File: src/rtl/ctrl_pkg.sv
// rtl/ctrl_pkg.sv - shared encodings for the multicycle RV32I control path
// Holds the control FSM state set, opcode constants and the mux/ALU select
// encodings. The ALU decoder and datapath import the same encodings.
// The Moore output table for every state is kept in one place here.
package ctrl_pkg;

    typedef enum logic [3:0] {
        S_FETCH,
        S_DECODE,
        S_MEMADR,
        S_MEMREAD,
        S_MEMWB,
        S_MEMWRITE,
        S_EXECUTER,
        S_EXECUTEI,
        S_ALUWB,
        S_BEQ,
        S_JAL,
        S_ERROR
    } state_t;

    localparam logic [6:0] OP_LW   = 7'b0000011;
    localparam logic [6:0] OP_SW   = 7'b0100011;
    localparam logic [6:0] OP_R    = 7'b0110011;
    localparam logic [6:0] OP_IALU = 7'b0010011;
    localparam logic [6:0] OP_BEQ  = 7'b1100011;
    localparam logic [6:0] OP_JAL  = 7'b1101111;

    localparam logic [1:0] ALU_OP_ADD   = 2'b00;
    localparam logic [1:0] ALU_OP_SUB   = 2'b01;
    localparam logic [1:0] ALU_OP_FUNCT = 2'b10;

    localparam logic [1:0] RES_ALUOUT    = 2'b00;
    localparam logic [1:0] RES_DATA      = 2'b01;
    localparam logic [1:0] RES_ALURESULT = 2'b10;

    localparam logic [1:0] SRCA_PC    = 2'b00;
    localparam logic [1:0] SRCA_OLDPC = 2'b01;
    localparam logic [1:0] SRCA_RS1   = 2'b10;

    localparam logic [1:0] SRCB_RS2  = 2'b00;
    localparam logic [1:0] SRCB_IMM  = 2'b01;
    localparam logic [1:0] SRCB_FOUR = 2'b10;

    localparam logic [1:0] IMM_I = 2'b00;
    localparam logic [1:0] IMM_S = 2'b01;
    localparam logic [1:0] IMM_B = 2'b10;
    localparam logic [1:0] IMM_J = 2'b11;

    // fetch: ir_write and PC update are qualified by mem_ready outside
    typedef struct packed {
        logic       mem_req;
        logic       adr_src;
        logic       mem_write;
        logic       fetch;
        logic       pc_update;
        logic       branch;
        logic       reg_write;
        logic [1:0] result_src;
        logic [1:0] alu_src_a;
        logic [1:0] alu_src_b;
        logic [1:0] alu_op;
    } moore_t;

    function automatic moore_t moore_outputs(state_t s);
        moore_t m;
        m = '0;
        case (s)
            S_FETCH: begin
                m.mem_req    = 1'b1;
                m.fetch      = 1'b1;
                m.alu_src_a  = SRCA_PC;
                m.alu_src_b  = SRCB_FOUR;
                m.alu_op     = ALU_OP_ADD;
                m.result_src = RES_ALURESULT;
            end
            S_DECODE: begin
                m.alu_src_a = SRCA_OLDPC;
                m.alu_src_b = SRCB_IMM;
                m.alu_op    = ALU_OP_ADD;
            end
            S_MEMADR: begin
                m.alu_src_a = SRCA_RS1;
                m.alu_src_b = SRCB_IMM;
                m.alu_op    = ALU_OP_ADD;
            end
            S_MEMREAD: begin
                m.mem_req    = 1'b1;
                m.adr_src    = 1'b1;
                m.result_src = RES_ALUOUT;
            end
            S_MEMWB: begin
                m.result_src = RES_DATA;
                m.reg_write  = 1'b1;
            end
            S_MEMWRITE: begin
                m.mem_req    = 1'b1;
                m.adr_src    = 1'b1;
                m.mem_write  = 1'b1;
                m.result_src = RES_ALUOUT;
            end
            S_EXECUTER: begin
                m.alu_src_a = SRCA_RS1;
                m.alu_src_b = SRCB_RS2;
                m.alu_op    = ALU_OP_FUNCT;
            end
            S_EXECUTEI: begin
                m.alu_src_a = SRCA_RS1;
                m.alu_src_b = SRCB_IMM;
                m.alu_op    = ALU_OP_FUNCT;
            end
            S_ALUWB: begin
                m.result_src = RES_ALUOUT;
                m.reg_write  = 1'b1;
            end
            S_BEQ: begin
                m.alu_src_a  = SRCA_RS1;
                m.alu_src_b  = SRCB_RS2;
                m.alu_op     = ALU_OP_SUB;
                m.result_src = RES_ALUOUT;
                m.branch     = 1'b1;
            end
            S_JAL: begin
                m.alu_src_a  = SRCA_OLDPC;
                m.alu_src_b  = SRCB_FOUR;
                m.alu_op     = ALU_OP_ADD;
                m.result_src = RES_ALUOUT;
                m.pc_update  = 1'b1;
            end
            default: m = '0;
        endcase
        return m;
    endfunction

endpackage

File: src/rtl/instr_imm_decoder.sv
// rtl/instr_imm_decoder.sv - opcode to immediate-format select
// Ports: op (opcode field), imm_src (I/S/B/J immediate format select).
module instr_imm_decoder
    import ctrl_pkg::*;
#(
    parameter int OP_W = 7
) (
    input  logic [OP_W-1:0] op,
    output logic [1:0]      imm_src
);

    always_comb begin
        imm_src = IMM_I;
        case (op)
            OP_SW:   imm_src = IMM_S;
            OP_BEQ:  imm_src = IMM_B;
            OP_JAL:  imm_src = IMM_J;
            default: imm_src = IMM_I;
        endcase
    end

endmodule

File: src/rtl/multicycle_control_fsm.sv
// rtl/multicycle_control_fsm.sv - multicycle RV32I main control FSM
// Inputs: clk, reset (sync, active-high), op, zero, mem_ready.
// Outputs: mem_req, pc_write, adr_src, mem_write, ir_write, reg_write,
// result_src, alu_src_a, alu_src_b, alu_op, imm_src, illegal_instr.
module multicycle_control_fsm
    import ctrl_pkg::*;
#(
    parameter int OP_W             = 7,
    parameter bit ILLEGAL_TO_FETCH = 1'b1
) (
    input  logic            clk,
    input  logic            reset,
    input  logic [OP_W-1:0] op,
    input  logic            zero,
    input  logic            mem_ready,
    output logic            mem_req,
    output logic            pc_write,
    output logic            adr_src,
    output logic            mem_write,
    output logic            ir_write,
    output logic            reg_write,
    output logic [1:0]      result_src,
    output logic [1:0]      alu_src_a,
    output logic [1:0]      alu_src_b,
    output logic [1:0]      alu_op,
    output logic [1:0]      imm_src,
    output logic            illegal_instr
);

    state_t state;
    state_t state_nxt;
    moore_t moore_q;
    logic   illegal_nxt;
    logic   illegal_q;

    always_comb begin
        state_nxt   = state;
        illegal_nxt = 1'b0;
        case (state)
            S_FETCH:    if (mem_ready) state_nxt = S_DECODE;
            S_DECODE: begin
                case (op)
                    OP_LW, OP_SW: state_nxt = S_MEMADR;
                    OP_R:         state_nxt = S_EXECUTER;
                    OP_IALU:      state_nxt = S_EXECUTEI;
                    OP_BEQ:       state_nxt = S_BEQ;
                    OP_JAL:       state_nxt = S_JAL;
                    default: begin
                        illegal_nxt = 1'b1;
                        state_nxt   = ILLEGAL_TO_FETCH ? S_FETCH : S_ERROR;
                    end
                endcase
            end
            S_MEMADR:   state_nxt = (op == OP_LW) ? S_MEMREAD : S_MEMWRITE;
            S_MEMREAD:  if (mem_ready) state_nxt = S_MEMWB;
            S_MEMWB:    state_nxt = S_FETCH;
            S_MEMWRITE: if (mem_ready) state_nxt = S_FETCH;
            S_EXECUTER: state_nxt = S_ALUWB;
            S_EXECUTEI: state_nxt = S_ALUWB;
            S_ALUWB:    state_nxt = S_FETCH;
            S_BEQ:      state_nxt = S_FETCH;
            S_JAL:      state_nxt = S_ALUWB;
            S_ERROR:    state_nxt = S_ERROR;
            default:    state_nxt = S_FETCH;
        endcase
    end

    // Moore outputs are registered alongside the state they belong to, and
    // the illegal-opcode pulse lands in the cycle after DECODE.
    always_ff @(posedge clk) begin
        if (reset) begin
            state     <= S_FETCH;
            moore_q   <= moore_outputs(S_FETCH);
            illegal_q <= 1'b0;
        end else begin
            state     <= state_nxt;
            moore_q   <= moore_outputs(state_nxt);
            illegal_q <= illegal_nxt;
        end
    end

    // Strobes are masked by reset directly so an instruction interrupted by
    // reset never issues a partial register or memory write.
    assign mem_req       = moore_q.mem_req & ~reset;
    assign mem_write     = moore_q.mem_write & ~reset;
    assign reg_write     = moore_q.reg_write & ~reset;
    assign ir_write      = moore_q.fetch & mem_ready & ~reset;
    assign pc_write      = (moore_q.pc_update | (moore_q.fetch & mem_ready)
                           | (moore_q.branch & zero)) & ~reset;
    assign illegal_instr = illegal_q & ~reset;
    assign adr_src       = moore_q.adr_src;
    assign result_src    = moore_q.result_src;
    assign alu_src_a     = moore_q.alu_src_a;
    assign alu_src_b     = moore_q.alu_src_b;
    assign alu_op        = moore_q.alu_op;

    instr_imm_decoder #(
        .OP_W(OP_W)
    ) u_imm_dec (
        .op      (op),
        .imm_src (imm_src)
    );

endmodule

File: config.mk
export PLATFORM = sky130hd
export DESIGN_NAME = multicycle_control_fsm
export DESIGN_NICKNAME = d
export VERILOG_FILES = /design/src/rtl/ctrl_pkg.sv /design/src/rtl/instr_imm_decoder.sv /design/src/rtl/multicycle_control_fsm.sv
export SDC_FILE = /design/constraint.sdc
export NUM_CORES = 1
export LEC_CHECK = 0
export CAP_MARGIN = 25
export CORE_MARGIN = 2
export CORE_UTILIZATION = 47
export CTS_CLUSTER_SIZE = 24
export DETAILED_ROUTE_END_ITERATION = 12
export PLACE_DENSITY = 0.77
export RECOVER_POWER = 100
export SLEW_MARGIN = 20
export SYNTH_ARGS = -nofsm -noshare
export SYNTH_HDL_FRONTEND = slang
export SYNTH_HIERARCHICAL = 1
export SYNTH_SLANG_ARGS = --single-unit
File: constraint.sdc
create_clock -name clk -period 2.5 [get_ports clk]
set_input_delay 0.375 -clock clk [delete_from_list [all_inputs] [get_ports clk]]
set_output_delay 0.375 -clock clk [all_outputs]
set_load 0.005 [all_outputs]
==> results by group <==
Min path
  – Worst Hold Depth: 2
  – WHS Endpoint: illegal_q
  – Min-delay src: state[3]
  – Worst hold path type: flop to flop

Setup path
  – R2r endpoint: adr_src
  – CP Capture Type: output port
  – Worst r2r src: state[2]
  – Crit path DAT: 1980 ps
  – R2R Setup Slk: 190 ps
  – R2R cell count: 7
  – Worst path required time: 2120 ps
  – CP max FO: 6
  – Crit path kind: primary input to output port
  – Startpoint class of the critical path: primary input

CTS
  – Root buffer cell: clkbuf_4
  – CTS tree: built
  – PostCTS Resize Cnt: 0
  – Post-CTS Setup Inserts: 0
  – Clock latency on the worst-skew pair: 300 ps
  – H-tree depth: 1
  – Clk sinks: 19
  – Cts bufs inserted: 3
  – Clock Path Buffers: 2
  – CTS Hold Bufs: 0
  – Clk slew on worst S/H paths: 100 ps

Synthesis
  – Post-Syn Area: 0.00108 mm^2
  – Main synth FF type: dfxtp_1
  – Number of flops mapped to enable cells by yosys: 0
  – Synth unique cells: 44
  – Cells after Synth: between 100 and 150
  – Asr flop ratio synth: 0
  – Seq/Total Area, Yosys: 0.351
  – Synth Warn #: 6
  – Synth Net Count: 133
  – Mapped Avg Cell Area: about 9 um^2
  – Register bit total from synthesis: 19

Place
  – Post-DP HPWL: 1790 um
  – IO buf count: 27
  – GPL Wtd Cong: 0.795
  – Placed Instances: 177

STA
  – Final setup violation count: 0
  – Unrepaired setup endpoints after global routing: false
  – Clock Skews: 1.53 ps
  – Fmax: 424 MHz
  – Tightest Pin Transition: 541 ps
  – Setup TNS: 0 ps
  – Fin. Hold Viols: 0
  – Final Cycle Share: 0.944
  – Slew Limit Headroom: 0.638
  – Final Max Slew Viols: 0
  – Minimum clock period: 2360 ps

Finish
  – Fraction of layout cells with a size suffix above 1: 0.163
  – Nets: 165
  – Area grow syn2layout: 29.8%
  – Multi-input logic area: 574 um^2
  – Fillers: approximately 190
  – Antenna diodes: 0
  – Post-route insts no fill: 181
  – Register area: 380 um^2

Floorplanning
  – Core Box Area: 0.00219 mm^2
  – # IOs: 28
  – Die Height: 52.0 um
  – Die Span X: 52.0 um
  – Site Rows: 17
  – Die ar.: about 0.0027 mm^2
  – Starting Density: 0.494

GRT
  – GRT overflow: 0
  – GRT Resource Usage Total: 0.182
  – First-pass GRT wire length: around 3700 um
  – Initial antenna violation count: 0
  – Pin count of the biggest net entering global routing: 16
  – Number of global-route vias before repair: 862

Routing
  – 1st-iter DRT viols: 19
  – Antenna Nets Post-Route: 0
  – Wirelength, routed: roughly 2200 um
  – Vias after detailed routing: 971
  – Post-DR vias/cell: 5.36
  – DRC Markers: 0
  – DRT Pass-1 Iters: 4
  – Routed WL per cell: 12.4 um

Job
  – Maxcap violations: 0

Pwr
  – Peak supply drop: 0.424 mV
  – P_leak: approximately 0.00056 uW
  – Pwr/cell area: approximately 400 mW/mm^2

Run status
  – Run status: complete, no violations
[state kept, by name, indices dropped and copies added, names as in the netlist]
register	cells
adr_src	1
moore_q	6
illegal_q	1
result_src	1
alu_src_a	2
state	4
alu_src_b	2
alu_op	2
[cells by family after synthesis]
group           after synthesis  share of synthesized area
compound gates               21                      0.163
xor+xnor                      3                     0.0243
buf+inv                      18                      0.106
flops                        19                      0.351
simple gates                 61                      0.355
[Yosys cell counts (2+ instances only)]
library cell	number	area, um^2
dfxtp_1	19	380
buf_4	8	60.1
nor3_1	2	10.0
and2_1	3	18.8
nand3_1	3	15.0
xor2_1	2	17.5
inv_1	2	7.51
nor4b_1	2	17.5
a21oi_1	3	15.0
o21bai_1	2	15.0
nand3b_1	3	22.5
clkbuf_1	4	15.0
nand2_1	4	15.0
or3_1	3	18.8
nor4_1	4	25.0
o21ai_0	2	10.0
buf_2	2	10.0
and3_1	3	18.8
nor2_1	13	48.8
nor2b_1	6	37.5
buf_6	2	22.5
nand2b_1	4	25.0
nor3b_1	2	15.0
a31oi_1	4	25.0
[placed cells by master (no fill, tap or decap), types with 2 or more instances in the layout]
cell,synthesis,final
or3_1,3,3
nor4_1,4,4
nor3b_1,2,2
nand3b_1,3,3
clkbuf_1,4,2
nor2_1,13,13
inv_1,2,2
nand3_1,3,3
and2_1,3,2
nor4b_1,2,2
and3_1,3,3
o21ai_0,2,2
clkbuf_4,0,3
nand2b_1,4,4
nor3_1,2,3
a21oi_1,3,3
buf_4,8,13
nor2b_1,6,6
clkdlybuf4s50_1,0,10
o21bai_1,2,2
nand2_1,4,4
dlygate4sd3_1,0,17
dfxtp_1,19,19
xor2_1,2,2
a31oi_1,4,4
[layout make-up]
class                           instances  area share
Clock inverter                          1     0.00356
Clock buffer                            3      0.0160
Tap cell                               28      0.0249
Sequential cell                        19       0.271
Timing Repair Buffer                   43       0.271
Inverter                                2     0.00534
Multi-Input combinational cell         85       0.409
[worst max path at each step]
stage | start | endpoint | slack (ps) | cells past startpoint
final | op[6] | imm_src[0] | 140 | 4
after global routing | mem_ready | pc_write | 70 | 5
after CTS | state[2] | adr_src | 200 | 7
after detailed placement | op[5] | adr_src | 90 | 8
after global placement | op[5] | adr_src | 130 | 8
after floorplan | state[3] | moore_q[14] | 320 | 7
[stage by stage]
step / util / setup slack [ps] / hold WS (ps) / area (um^2) / power (uW)
after floorplan: - / 316 / 455 / 1080 / 370
after global placement: 0.639 / 127 / 570 / 1400 / 422
after detailed placement: 0.639 / 88.7 / 583 / 1400 / 424
after CTS: 0.652 / 197 / 589 / 1430 / 571
after global routing: 0.641 / 70.6 / 608 / 1410 / 584
final: 0.641 / 141 / 589 / 1410 / 562
[worst max-delay path: stages]
cell and delay, ps:
dlygate4sd3_1 610, or3_1 330, a21boi_1 150, clkdlybuf4s50_1 510
[where the power goes]
| group | internal [uW] | total, uW | switching (uW) |
|---|---|---|---|
| Clock | 59.6 | 152 | 92.3 |
| Combinational | 52.5 | 98.5 | 46.1 |
| Sequential | 310 | 312 | 2.18 |
| Total | 422 | 562 | 141 |
[metal layers]
layer	track usage	vias up	routed length, um
li1	-	492	-
met1	0.206	457	992
met2	0.331	20	1140
met3	0.0575	2	106
met4	0.0395	0	10
met5	0	-	0
No activity file was read; power rests on OpenSTA's default activity.
